### config.mk
export PLATFORM = sky130hd
export DESIGN_NAME = sub_seq_16
export DESIGN_NICKNAME = d
export VERILOG_FILES = /design/src/rtl/sub_seq_16_pkg.sv /design/src/rtl/sub_rca_4.sv /design/src/rtl/sub_seq_16.sv
export SDC_FILE = /design/constraint.sdc
export NUM_CORES = 1
export LEC_CHECK = 0
export BUFFER_PORTS_ARGS = -buffer_cell sky130_fd_sc_hd__buf_2
export CORE_MARGIN = 2
export CORE_UTILIZATION = 30
export DETAILED_ROUTE_END_ITERATION = 10
export PLACE_DENSITY = 0.63
export SKIP_CTS_REPAIR_TIMING = 1
export SLEW_MARGIN = 5
export SYNTH_ARGS = -nofsm -noshare
export SYNTH_HDL_FRONTEND = slang
export SYNTH_SLANG_ARGS = --single-unit
### constraint.sdc
create_clock -name clk -period 3.3 [get_ports clk]
set_clock_uncertainty 0.05 [all_clocks]
set_input_delay 0.66 -clock clk [delete_from_list [all_inputs] [get_ports clk]]
set_output_delay 0.66 -clock clk [all_outputs]
set_load 0.05 [all_outputs]
### src/rtl/sub_seq_16_pkg.sv
// Shared arithmetic package for the sequential subtractor:
// state encoding, default geometry and counter sizing helper.
package sub_seq_16_pkg;

   typedef enum logic [1:0] {
      IDLE,
      BUSY,
      DONE
   } state_e;

   localparam int DEF_WIDTH = 16;
   localparam int DEF_SLICE = 4;
   localparam int DEF_NS    = DEF_WIDTH / DEF_SLICE;

   function automatic int cnt_w(input int ns);
      return (ns > 1) ? $clog2(ns) : 1;
   endfunction

   localparam int CNT_W = cnt_w(DEF_NS);

endpackage

### src/rtl/sub_rca_4.sv
// Combinational 4-bit ripple-borrow subtractor:
// {borrow_out, diff} = a - b - borrow_in.
module sub_rca_4 (
   output logic       borrow_out,
   output logic [3:0] diff,
   input  logic [3:0] a,
   input  logic [3:0] b,
   input  logic       borrow_in
);

   logic [4:0] br;

   assign br[0] = borrow_in;

   for (genvar i = 0; i < 4; i++) begin : g_bit
      assign diff[i]  = a[i] ^ b[i] ^ br[i];
      assign br[i+1]  = (~a[i] & b[i]) | (~(a[i] ^ b[i]) & br[i]);
   end

   assign borrow_out = br[4];

endmodule

### src/rtl/sub_seq_16.sv
// Multi-cycle subtractor: one 4-bit slice per clock, LSB first,
// with a single registered borrow chaining the slices.
module sub_seq_16
   import sub_seq_16_pkg::*;
#(
   parameter int WIDTH = DEF_WIDTH,
   parameter int SLICE = DEF_SLICE
) (
   input  logic             clk,
   input  logic             rst_n,
   input  logic             in_valid,
   output logic             in_ready,
   input  logic [WIDTH-1:0] a,
   input  logic [WIDTH-1:0] b,
   input  logic             borrow_in,
   output logic             out_valid,
   input  logic             out_ready,
   output logic [WIDTH-1:0] diff,
   output logic             borrow_out,
   output logic             zero,
   output logic             ovf
);

   localparam int NS  = WIDTH / SLICE;
   localparam int CW  = cnt_w(NS);
   localparam int MSB = WIDTH - 1;

   state_e           state;
   state_e           state_n;
   logic [CW-1:0]    cnt;
   logic             brw;
   logic [WIDTH-1:0] a_q;
   logic [WIDTH-1:0] b_q;
   logic [WIDTH-1:0] diff_q;

   logic       s_bo;
   logic [3:0] s_d;

   // Single slice datapath shared across cycles, steered by the counter.
   sub_rca_4 u_rca (
      .borrow_out (s_bo),
      .diff       (s_d),
      .a          (a_q[cnt*SLICE +: 4]),
      .b          (b_q[cnt*SLICE +: 4]),
      .borrow_in  (brw)
   );

   always_comb begin
      state_n = state;
      unique case (state)
         IDLE: if (in_valid) state_n = BUSY;
         BUSY: if (cnt == CW'(NS - 1)) state_n = DONE;
         DONE: if (out_ready) state_n = IDLE;
         default: state_n = IDLE;
      endcase
   end

   always_ff @(posedge clk or negedge rst_n) begin
      if (!rst_n) begin
         state  <= IDLE;
         cnt    <= '0;
         brw    <= 1'b0;
         a_q    <= '0;
         b_q    <= '0;
         diff_q <= '0;
      end else begin
         state <= state_n;
         unique case (state)
            IDLE: begin
               if (in_valid) begin
                  a_q <= a;
                  b_q <= b;
                  brw <= borrow_in;
                  cnt <= '0;
               end
            end
            BUSY: begin
               diff_q[cnt*SLICE +: 4] <= s_d;
               brw <= s_bo;
               cnt <= cnt + 1'b1;
            end
            default: ;
         endcase
      end
   end

   // Status flags are only presented while the result is offered.
   assign in_ready   = (state == IDLE);
   assign out_valid  = (state == DONE);
   assign diff       = diff_q;
   assign borrow_out = out_valid & brw;
   assign zero       = out_valid & ~|diff_q;
   assign ovf        = out_valid & (a_q[MSB] ^ b_q[MSB])
                       & (diff_q[MSB] ^ a_q[MSB]);

endmodule

; ---- After elaboration in Yosys (flattened, before gate mapping)
; Cells that the tools add are included.
[classes]
addsub = 2
n_mul = 0
div = 0
order_cmp = 0
eq_ne = 6
n_shift = 4
n_mux = 9
bitwise_logic = 34
reduce_logical = 7
[ops]
columns = operator, n
row1 = 4-bit negator with 34-bit output, 1
row2 = 4-bit by 34-bit variable shift with 16-bit output (first input constant), 1
row3 = 4-bit by 34-bit variable part select with 16-bit output, 1
row4 = 16-bit by 5-bit variable part select with 4-bit output, 2
row5 = 16-bit bitwise mux, 1
row6 = 16-bit OR reduction, 1
row7 = 1-bit AND, 12
row8 = 1-bit XOR, 10
row9 = 2-bit two-way mux, 4
row10 = 1-bit inverter, 8
row11 = 2-bit case mux with 3 select lines, 1
row12 = 2-bit == test (second input constant), 2
row13 = 2-bit != test (second input constant), 2
row14 = 1-bit bitwise OR, 4
row15 = 2-bit case mux with 2 select lines, 1
row16 = 2-bit AND reduction, 2
row17 = 3-bit AND reduction, 1
row18 = 2-bit by 1-bit adder with 2-bit output (second input constant), 1
row19 = 2-bit by 1-bit == test with 1-bit output (second input constant), 1
row20 = 2-bit zero test, 1
row21 = 2-bit by 1-bit != test with 1-bit output (second input constant), 1
row22 = 1-bit case mux with 2 select lines, 1
row23 = 2-bit nonzero test, 1
row24 = 1-bit zero test, 1
row25 = 1-bit two-way mux, 1
[totals]
regBits = 53
latch_bits = 0
ram_bits = 0
mem_bits_ro = 0
inputBits = 37
output_inout_bits = 21
word_cells = 68
memories = 0

; ---- Longest topological paths before layout
; Gate-level depths: netlist of run 1.
[depth]
depth_word = 12
mapped_depth = 10
mapped_depth_nobuf = 9

; ---- Cells and area by module
; A second synthesis of run 1 with hierarchy kept.
[unflattened]
hier_cells = 192
area_unflattened_um2 = 2702.6
[by_module_without_submodules]
columns = module, n_inst, cells_per_inst, area_per_inst_um2, seq_area_each_um2
row1 = sub_seq_16, 1, 178, 2585.0, 1326.3
row2 = sub_rca_4, 1, 14, 117.6, 0.0

; ---- Least setup slack after synthesis of run 1
; Ideal clock, no wire load.
[synth_path]
path_kind = register to register
start = register cnt[0]
end = register diff_q[15] (netlist: diff[15])
setup_ps = 110
t_arrival_ps = 3118
required_ps = 3140
path_slack_ps = 21
path_stages_with_launch = 11
n_path_buf = 1
period_less_slack_ps = 3279
path_cell_list = dfrtp_1 -> buf_2 -> mux4_2 -> inv_1 -> fa_1 -> inv_1 -> fa_1 -> fa_1 -> inv_1 -> fa_1 -> o41ai_1
[synth_via]
elab_chain_cells = 12
word_cells_on_any_way = 29
classes_between = 1 x add/sub / 4 x shift / 1 x mux / 23 x bitwise
[synth_lines]
columns = element, line
row1 = from (decl), sub_seq_16.sv:30  ; logic [CW-1:0] cnt;
row2 = from (signal assigned), sub_seq_16.sv:80  ; cnt <= cnt + 1'b1;
row3 = 16-bit by 5-bit variable part select with 4-bit output (on tied branches), "sub_seq_16.sv:43, sub_seq_16.sv:44"
row4 = 1-bit XOR, "sub_rca_4.sv:16, sub_rca_4.sv:17"
row5 = 1-bit inverter, sub_rca_4.sv:17  ; assign br[i+1] = (~a[i] & b[i]) | (~(a[i] ^ b[i]) & br[i]);
row6 = 1-bit AND, sub_rca_4.sv:17
row7 = 1-bit bitwise OR, sub_rca_4.sv:17
row8 = 1-bit AND, sub_rca_4.sv:17
row9 = 1-bit bitwise OR, sub_rca_4.sv:17
row10 = 1-bit AND, sub_rca_4.sv:17
row11 = 1-bit bitwise OR, sub_rca_4.sv:17
row12 = 1-bit XOR, sub_rca_4.sv:16  ; assign diff[i] = a[i] ^ b[i] ^ br[i];
row13 = 4-bit by 34-bit variable part select with 16-bit output, sub_seq_16.sv:78  ; diff_q[cnt*SLICE +: 4] <= s_d;
row14 = 16-bit bitwise mux *, sub_seq_16.sv:78
row15 = to (signal assigned), sub_seq_16.sv:65  ; diff_q <= '0;
row16 = "to (signal, indexed assignment)", sub_seq_16.sv:78
row17 = to (decl), sub_seq_16.sv:34  ; logic [WIDTH-1:0] diff_q;
; Mark *: on every way between the ends. The rest lies on a longest branch, timed or not.
; A chain may end at the register's enable or synchronous reset.

; ---- Worst setup path after layout of run 1
; Ends and elaborated chain as after synthesis.

==> impl_metrics.ini, run 1 <==
[cts]
clock_path_buffers = 2
cts_tree = yes
path_clk_slew_ps = 90
ctsHtreeMaxLevel = 2
clock_sinks = 53
clk_latency_ps = 300
root_buffer = clkbuf_8
numCtsBuffers = 5

[critical_path]
worst_setup_path_start_kind = register
endpoint_kind = register
path_class = reg2reg
crit_arrival_ps = 3260
cp_top_family = adder cells
crit_top_cell = fa_1
crit_chain = buf_4 -> mux4_2 -> fa_1 -> fa_1 -> inv_1 -> fa_1 -> o41ai_1
cp_slowest_cell = mux4_2
cp.buffers_inverters = 2
worst_ep_required_time_ps = 3450
cp_max_fo = 15
cpPeakStageDelay_ps = 550

[synth]
synth_fp_nets = 235
synthArstFlopShare_pct = 100
synth_edf_count = 0
ys_seq_area_share_pct = 49.6
syn_inst = 189
synth_flop_cell = dfrtp_1
yosysUniqueCellTypes = 36
synth_seq_cells = 53
syn_avg_cell_area_um2 = 14.1
syn_area_mm2 = 0.00267
yosysWarnings = 0

[routing]
vias = 1690
wl_um = 5470
drt_first_pass_iters = 4
drt-vias-per-instance = 4.72
drcViolationCount = 0
wire_per_inst_um = 15.3
final_antenna_net_count = 0
drt-initial-drc-count = 75

[floorplanning]
num_rows = 34
die_y_um = 98.4
fp.dieArea_mm2 = 0.00968
die_w_um = 98.4
initial_core_util_pct = 30.8
core_mm2 = 0.00868
ios = 58

[finish]
n_antenna_cell = 0
area_growth_pct = 18.2
final_area_mm2 = 0.00316
layout_common_cells = buf_2, dfrtp_1, mux2_4
layout_commonest_cell = buf_2
final_nets = 295
drive_gt1_share_pct = 46.4

[timing]
final.setup.tns_ps = 0
drv_slew = 0
worst_pin_slew_ps = 859
fin_crit_ps = 3110
maxSlewHeadroom_pct = 42.7
setup_violations = 0
max_freq_mhz = 322
hold_viol = 0
rsz0062_at_grt = false
period_share_pct = 94.2

[run_status]
status = finished, final reports clean

[global_route]
grt_pass1_wl_um = 9230
grt_remaining_overflow = 0
grt_max_degree = 41
grt_usage_pct = 11.9
first_global_vias = 1786
antenna_found_initial = 0

[power]
p_per_area_mw_per_mm2 = 1120
vdd_drop_max_mv = 0.430
p_leak_nw = 1.53

[job]
maxCapViolCount = 0

[place]
place_area_mm2 = 0.00306
dp_hpwl_um = 4190
gp_congestion = 0.771
port_buffers = 57

[worst_hold_path]
hold_class = in2async
## Yosys cell counts (3+ instances only)
cell type,instances,area [µm²]
ha_1,5,62.6
nand2_1,17,63.8
mux4_2,8,180
nand3b_1,5,37.5
fa_1,4,80.1
dfrtp_1,53,1330
nand2b_1,4,25.0
o41ai_1,6,52.6
buf_6,4,45.0
a22o_1,3,26.3
inv_1,10,37.5
o31ai_1,6,45.0
nor4_1,3,18.8
nor2_1,5,18.8
mux2_4,30,450
## state kept, by name, indices dropped and copies added, names as in the netlist
register / cells
cnt: 2
brw: 1
state: 2
b_q: 16
diff: 16
a_q: 16
## report_power, final
| group | switching, mW | internal [mW] |
|---|---|---|
| Combinational | 1.05 | 0.918 |
| Clock | 0.205 | 0.190 |
| Sequential | 0.238 | 0.939 |
| Total | 1.50 | 2.05 |
## cell type report
type / instances / area (µm²)
Clock buffer: 7 / 96.3
Clock inverter: 1 / 5.00
Fill cell: 880 / 5520
Inverter: 10 / 37.5
Multi-Input combinational cell: 117 / 1240
Sequential cell: 53 / 1330
Tap cell: 108 / 135
Timing Repair Buffer: 62 / 323
## cell families after synthesis
group | Yosys count | share of synthesized area (%)
AOI/OAI and AO/OA | 22 | 6.50
adders and majority gates | 9 | 5.33
buffers and inverters | 19 | 4.12
DFF | 53 | 49.6
muxes | 41 | 24.8
and+or+nand+nor | 45 | 9.64
## worst reg2reg max path, delay by kind of cell (launching register included)
kind | cells | cell delay, ps
adders and majority gates | 3 | 1300
muxes | 1 | 560
DFF | 1 | 380
AOI/OAI and AO/OA | 1 | 380
buffers and inverters | 2 | 350
## worst paths after layout
kind	from	endpoint	slack, ps	cells past startpoint
worst max-delay path	cnt[0]	diff[15]	190	7
worst min-delay path	rst_n	diff[8]	410	1
worst max register to register	cnt[0]	diff[15]	190	7
worst min register to register	diff[5]	diff[5]	460	2
max in group asynchronous	rst_n	b_q[1]	2150	2
min in group clk	diff[5]	diff[5]	460	2
## stage by stage
step	hold WS (ps)	cells	setup WS [ps]	power, mW	utilization [%]
finish	412	358	192	3.54	36.4
global route	476	358	1.84	3.81	36.4
CTS	442	358	168	3.59	36.4
detailed placement	443	350	188	3.17	35.3
global placement	434	350	264	3.14	35.3
floorplan	314	189	21.3	2.72	-
## per-layer routing
| layer | global-route usage, % | vias up | wire [µm] |
|---|---|---|---|
| li1 | - | 802 | - |
| met1 | 17.0 | 835 | 2630 |
| met3 | 3.22 | 6 | 287 |
| met5 | 0 | - | 0 |
| met2 | 17.9 | 47 | 2490 |
| met4 | 3.48 | 0 | 53 |
Power figures use the tool's default switching activity.
==> inputs of run 2 (changes only) <==
--- a/config.mk
+++ b/config.mk
@@ -10,8 +10,8 @@
 export CORE_UTILIZATION = 30
 export DETAILED_ROUTE_END_ITERATION = 10
 export PLACE_DENSITY = 0.63
+export RECOVER_POWER = 50
 export SKIP_CTS_REPAIR_TIMING = 1
-export SLEW_MARGIN = 5
 export SYNTH_ARGS = -nofsm -noshare
 export SYNTH_HDL_FRONTEND = slang
 export SYNTH_SLANG_ARGS = --single-unit
==> constraint.sdc (replaced) <==
create_clock -name clk -period 2.75 [get_ports clk]
set_clock_uncertainty 0.05 [all_clocks]
set_input_delay 0.55 -clock clk [delete_from_list [all_inputs] [get_ports clk]]
set_output_delay 0.55 -clock clk [all_outputs]
set_load 0.05 [all_outputs]
==> impl_metrics.ini, run 2 (synthesis gave the netlist of run 1 again) <==
[cts]
path_clk_slew_ps = 110
clock_path_buffers = 2
root_buffer = clkbuf_8
clock_sinks = 53
clk_latency_ps = 310
ctsHtreeMaxLevel = 2
cts_tree = yes
numCtsBuffers = 5

[timing]
fin_crit_ps = 2850
rsz0062_at_grt = true
maxSlewHeadroom_pct = -3.14
setup_violations = 4
drv_slew = 29
period_share_pct = 104
max_freq_mhz = 351
hold_viol = 0
setup_ws_ps = -102
worst_pin_slew_ps = 1550

[finish]
fillers = 868
layout_common_cells = buf_2, dfrtp_1, mux2_4
layout_commonest_cell = buf_2
final_cells = 362
multi_input_area_mm2 = 0.00126
postLayoutCoreUtil_pct = 37.0
drive_gt1_share_pct = 47.6
final_nets = 299
area_growth_pct = 20.1
n_antenna_cell = 0
final_area_mm2 = 0.00321
seqCellArea_mm2 = 0.00133

[run_status]
status = finished with violations
violations = max-capacitance violations, max-slew violations, negative setup slack

[global_route]
grt_pass1_wl_um = 9540
grt_usage_pct = 12.5
antenna_found_initial = 0
first_global_vias = 1834
grt_max_degree = 29
grt_remaining_overflow = 0

[critical_path]
crit_start = cnt[0]
r2r_cells = 9
worst_setup_path_start_kind = register
rrSetupSlack_ps = -100
path_class = reg2reg
r2r-end = diff[7]
worst_ep_required_time_ps = 2910
reg2reg_from = cnt[0]
cp_max_fo = 4
critPathCapture = diff[7]
crit_arrival_ps = 3020
endpoint_kind = register

[place]
placed_cells = 354
gp_congestion = 0.848
place_area_mm2 = 0.00310
dp_hpwl_um = 4440
port_buffers = 57

[routing]
drt_first_pass_iters = 4
wire_per_inst_um = 15.9
wl_um = 5770
drt-initial-drc-count = 48
final_antenna_net_count = 0
vias = 1701
drcViolationCount = 0
drt-vias-per-instance = 4.70

[floorplanning]
ios = 58
num_rows = 34
core_mm2 = 0.00868
fp.dieArea_mm2 = 0.00968
die_y_um = 98.4
die_w_um = 98.4
initial_core_util_pct = 30.8

[power]
p_switching_mw = 1.95
p_sw_share_pct = 42.5
clkPwrFrac_pct = 11.8
seqPwrFrac_pct = 30.9
combPwrFrac_pct = 57.3
p_leak_nw = 1.54
vdd_drop_max_mv = 0.733
intPower_mw = 2.64
p_per_area_mw_per_mm2 = 1430

[worst_hold_path]
hold_class = in2reg

[job]
maxCapViolCount = 1
run 2: area by class of cell:
class	instances	share of cell area, %
Sequential cell	53	41.3
Multi-Input combinational cell	117	39.2
Timing Repair Buffer	66	10.7
Clock buffer	6	2.26
Inverter	10	1.17
Clock inverter	2	1.21
Tap cell	108	4.21
run 2: critical path, cell delays in order, from the launching register on:
cell and delay, ps:
dfrtp_2 430, mux4_2 520, inv_2 70, fa_1 150
inv_1 50, fa_2 340, fa_2 350, inv_2 70
fa_2 480, o41ai_1 250
run 2: how the worst min path moves through the flow:
stage	cells after the start	slack [ps]	endpoint	startpoint
2_1_floorplan	0	200	a_q[0]	rst_n
3_3_place_gp	2	430	diff[10]	diff[10]
3_5_place_dp	2	440	diff[9]	diff[9]
4_1_cts	1	220	diff[6]	rst_n
5_1_grt	2	380	state[1]	out_ready
6_report	2	370	state[1]	out_ready
run 2: through the flow:
stage                     setup WS [ps]  power, mW  TNS, ps  hold WS (ps)
after floorplan                    -176       3.32     -571           204
after global placement            -27.5       3.96    -85.2           434
after detailed placement          -96.7       4.03     -273           438
after CTS                          -133       4.57     -392           218
after global routing               -172       4.87     -608           378
final                              -102       4.59     -306           372
run 2: power by group through the flow:
| stage | clock (mW) | sequential [mW] | combinational [mW] |
|---|---|---|---|
| after floorplan | 0 | 1.53 | 1.79 |
| after global placement | 0 | 1.42 | 2.54 |
| after detailed placement | 0 | 1.43 | 2.60 |
| after CTS | 0.561 | 1.42 | 2.59 |
| after global routing | 0.594 | 1.47 | 2.81 |
| final | 0.544 | 1.42 | 2.63 |
run 2: metal layers:
metal / GRT usage (%) / vias up / share of wire, %
met4: 3.48 / 0 / 0.95
met5: 0 / - / 0
met1: 18.1 / 841 / 48
met2: 19.0 / 51 / 47
met3: 2.93 / 4 / 4.5
li1: - / 805 / -
==> inputs of run 3 (changes only) <==
--- a/config.mk
+++ b/config.mk
@@ -11,6 +11,7 @@
 export DETAILED_ROUTE_END_ITERATION = 10
 export PLACE_DENSITY = 0.63
 export RECOVER_POWER = 50
+export REMOVE_ABC_BUFFERS = 1
 export SKIP_CTS_REPAIR_TIMING = 1
 export SYNTH_ARGS = -nofsm -noshare
 export SYNTH_HDL_FRONTEND = slang
==> impl_metrics.ini, run 3 (synthesis gave the netlist of run 1 again) <==
[place]
place_area_mm2 = 0.00314
port_buffers = 57
gp_congestion = 0.777
dp_hpwl_um = 4260

[cts]
cts_tree = yes
clk_latency_ps = 300
path_clk_slew_ps = 100
numCtsBuffers = 5
clock_path_buffers = 2
root_buffer = clkbuf_8
ctsHtreeMaxLevel = 2
clock_sinks = 53

[routing]
final_antenna_net_count = 0
drcViolationCount = 0
wire_per_inst_um = 15.2
wl_um = 5620
drt_first_pass_iters = 4
drt-vias-per-instance = 4.75
drt-initial-drc-count = 67
vias = 1758

[finish]
postLayoutCoreUtil_pct = 37.7
n_antenna_cell = 0
layout_commonest_cell = buf_2
final_nets = 307
area_growth_pct = 22.2
fillers = 874
multi_input_area_mm2 = 0.00127
seqCellArea_mm2 = 0.00133
drive_gt1_share_pct = 51.5
final_area_mm2 = 0.00327
layout_common_cells = buf_2, dfrtp_1, mux2_4

[power]
vdd_drop_max_mv = 0.590
p_per_area_mw_per_mm2 = 1410
p_leak_nw = 1.58
p_total_mw = 4.61

[job]
maxCapViolCount = 1

[run_status]
status = finished with violations
violations = max-capacitance violations, max-slew violations, negative setup slack

[floorplanning]
core_mm2 = 0.00868
ios = 58
die_w_um = 98.4
fp.dieArea_mm2 = 0.00968
initial_core_util_pct = 30.8
num_rows = 34
die_y_um = 98.4

[timing]
drv_slew = 33
hold_slack_ps = 387
fin_crit_ps = 2820
max_freq_mhz = 355
hold_viol = 0
setup_violations = 4
period_share_pct = 102
maxSlewHeadroom_pct = -17.2
setup_ws_ps = -65.6
worst_pin_slew_ps = 1760
rsz0062_at_grt = true

[critical_path]
path_class = reg2reg
worst_setup_path_start_kind = register
worst-path-stages = 9
crit_chain = mux4_2 -> inv_2 -> fa_2 -> inv_2 -> fa_2 -> fa_2 -> inv_2 -> fa_2 -> o41ai_2
cp.buffers_inverters = 3
crit_arrival_ps = 2980
cpPeakStageDelay_ps = 520
cp_slowest_cell = mux4_2
worst_ep_required_time_ps = 2910
cp_max_fo = 4
crit_top_cell = fa_2
cp_top_family = adder cells
r2r_cells = 9
endpoint_kind = register

[global_route]
grt_max_degree = 33
first_global_vias = 1742
grt_usage_pct = 11.7
antenna_found_initial = 0
grt_remaining_overflow = 0
grt_pass1_wl_um = 8990

[worst_hold_path]
hold_depth = 2
hold_class = in2reg
run 3: through the flow:
stage / setup WS (ps) / cells / TNS (ps)
2_1_floorplan: -528 / 180 / -3280
3_3_place_gp: -194 / 360 / -649
5_1_grt: -169 / 370 / -618
3_5_place_dp: -245 / 360 / -802
6_report: -65.6 / 370 / -248
4_1_cts: -270 / 368 / -924
run 3: worst register-to-register path: cells and delay by family, from the launching register on:
family,cells,cell delay (ps)
flops,1,410
fa+ha+maj,4,1360
compound gates,1,210
buf+inv,3,190
mux,1,520
run 3: power by group:
group          internal [mW]  switching (mW)  total (mW)
logic                   1.37            1.41        2.78
registers               1.13           0.273        1.40
clock network          0.176           0.252       0.428
total                   2.68            1.93        4.61
run 3: path summary, 6_finish.rpt:
path	start	end	slack, ps
worst min register to register	diff[9]	diff[9]	460
min in group asynchronous	rst_n	a_q[3]	650
worst max-delay path	cnt[0]	diff[11]	-70
worst max register to register	cnt[0]	diff[11]	-70
max in group asynchronous	rst_n	b_q[7]	730
worst min-delay path	out_ready	state[1]	390
run 3: layout make-up:
class,instances,share of cell area (%)
inverters,10,1.15
flip-flops and latches,53,40.6
repair buffers,74,12.6
multi-input cells,117,38.9
clock buffers,5,2.11
well taps,108,4.13
clock inverters,3,0.536
run 3: layer usage:
metal	track usage, %	vias to the layer above	wire length [µm]
li1	-	825	-
met1	17.0	878	2690
met2	17.3	47	2530
met3	2.93	8	328
met4	3.79	0	70
met5	0	-	0
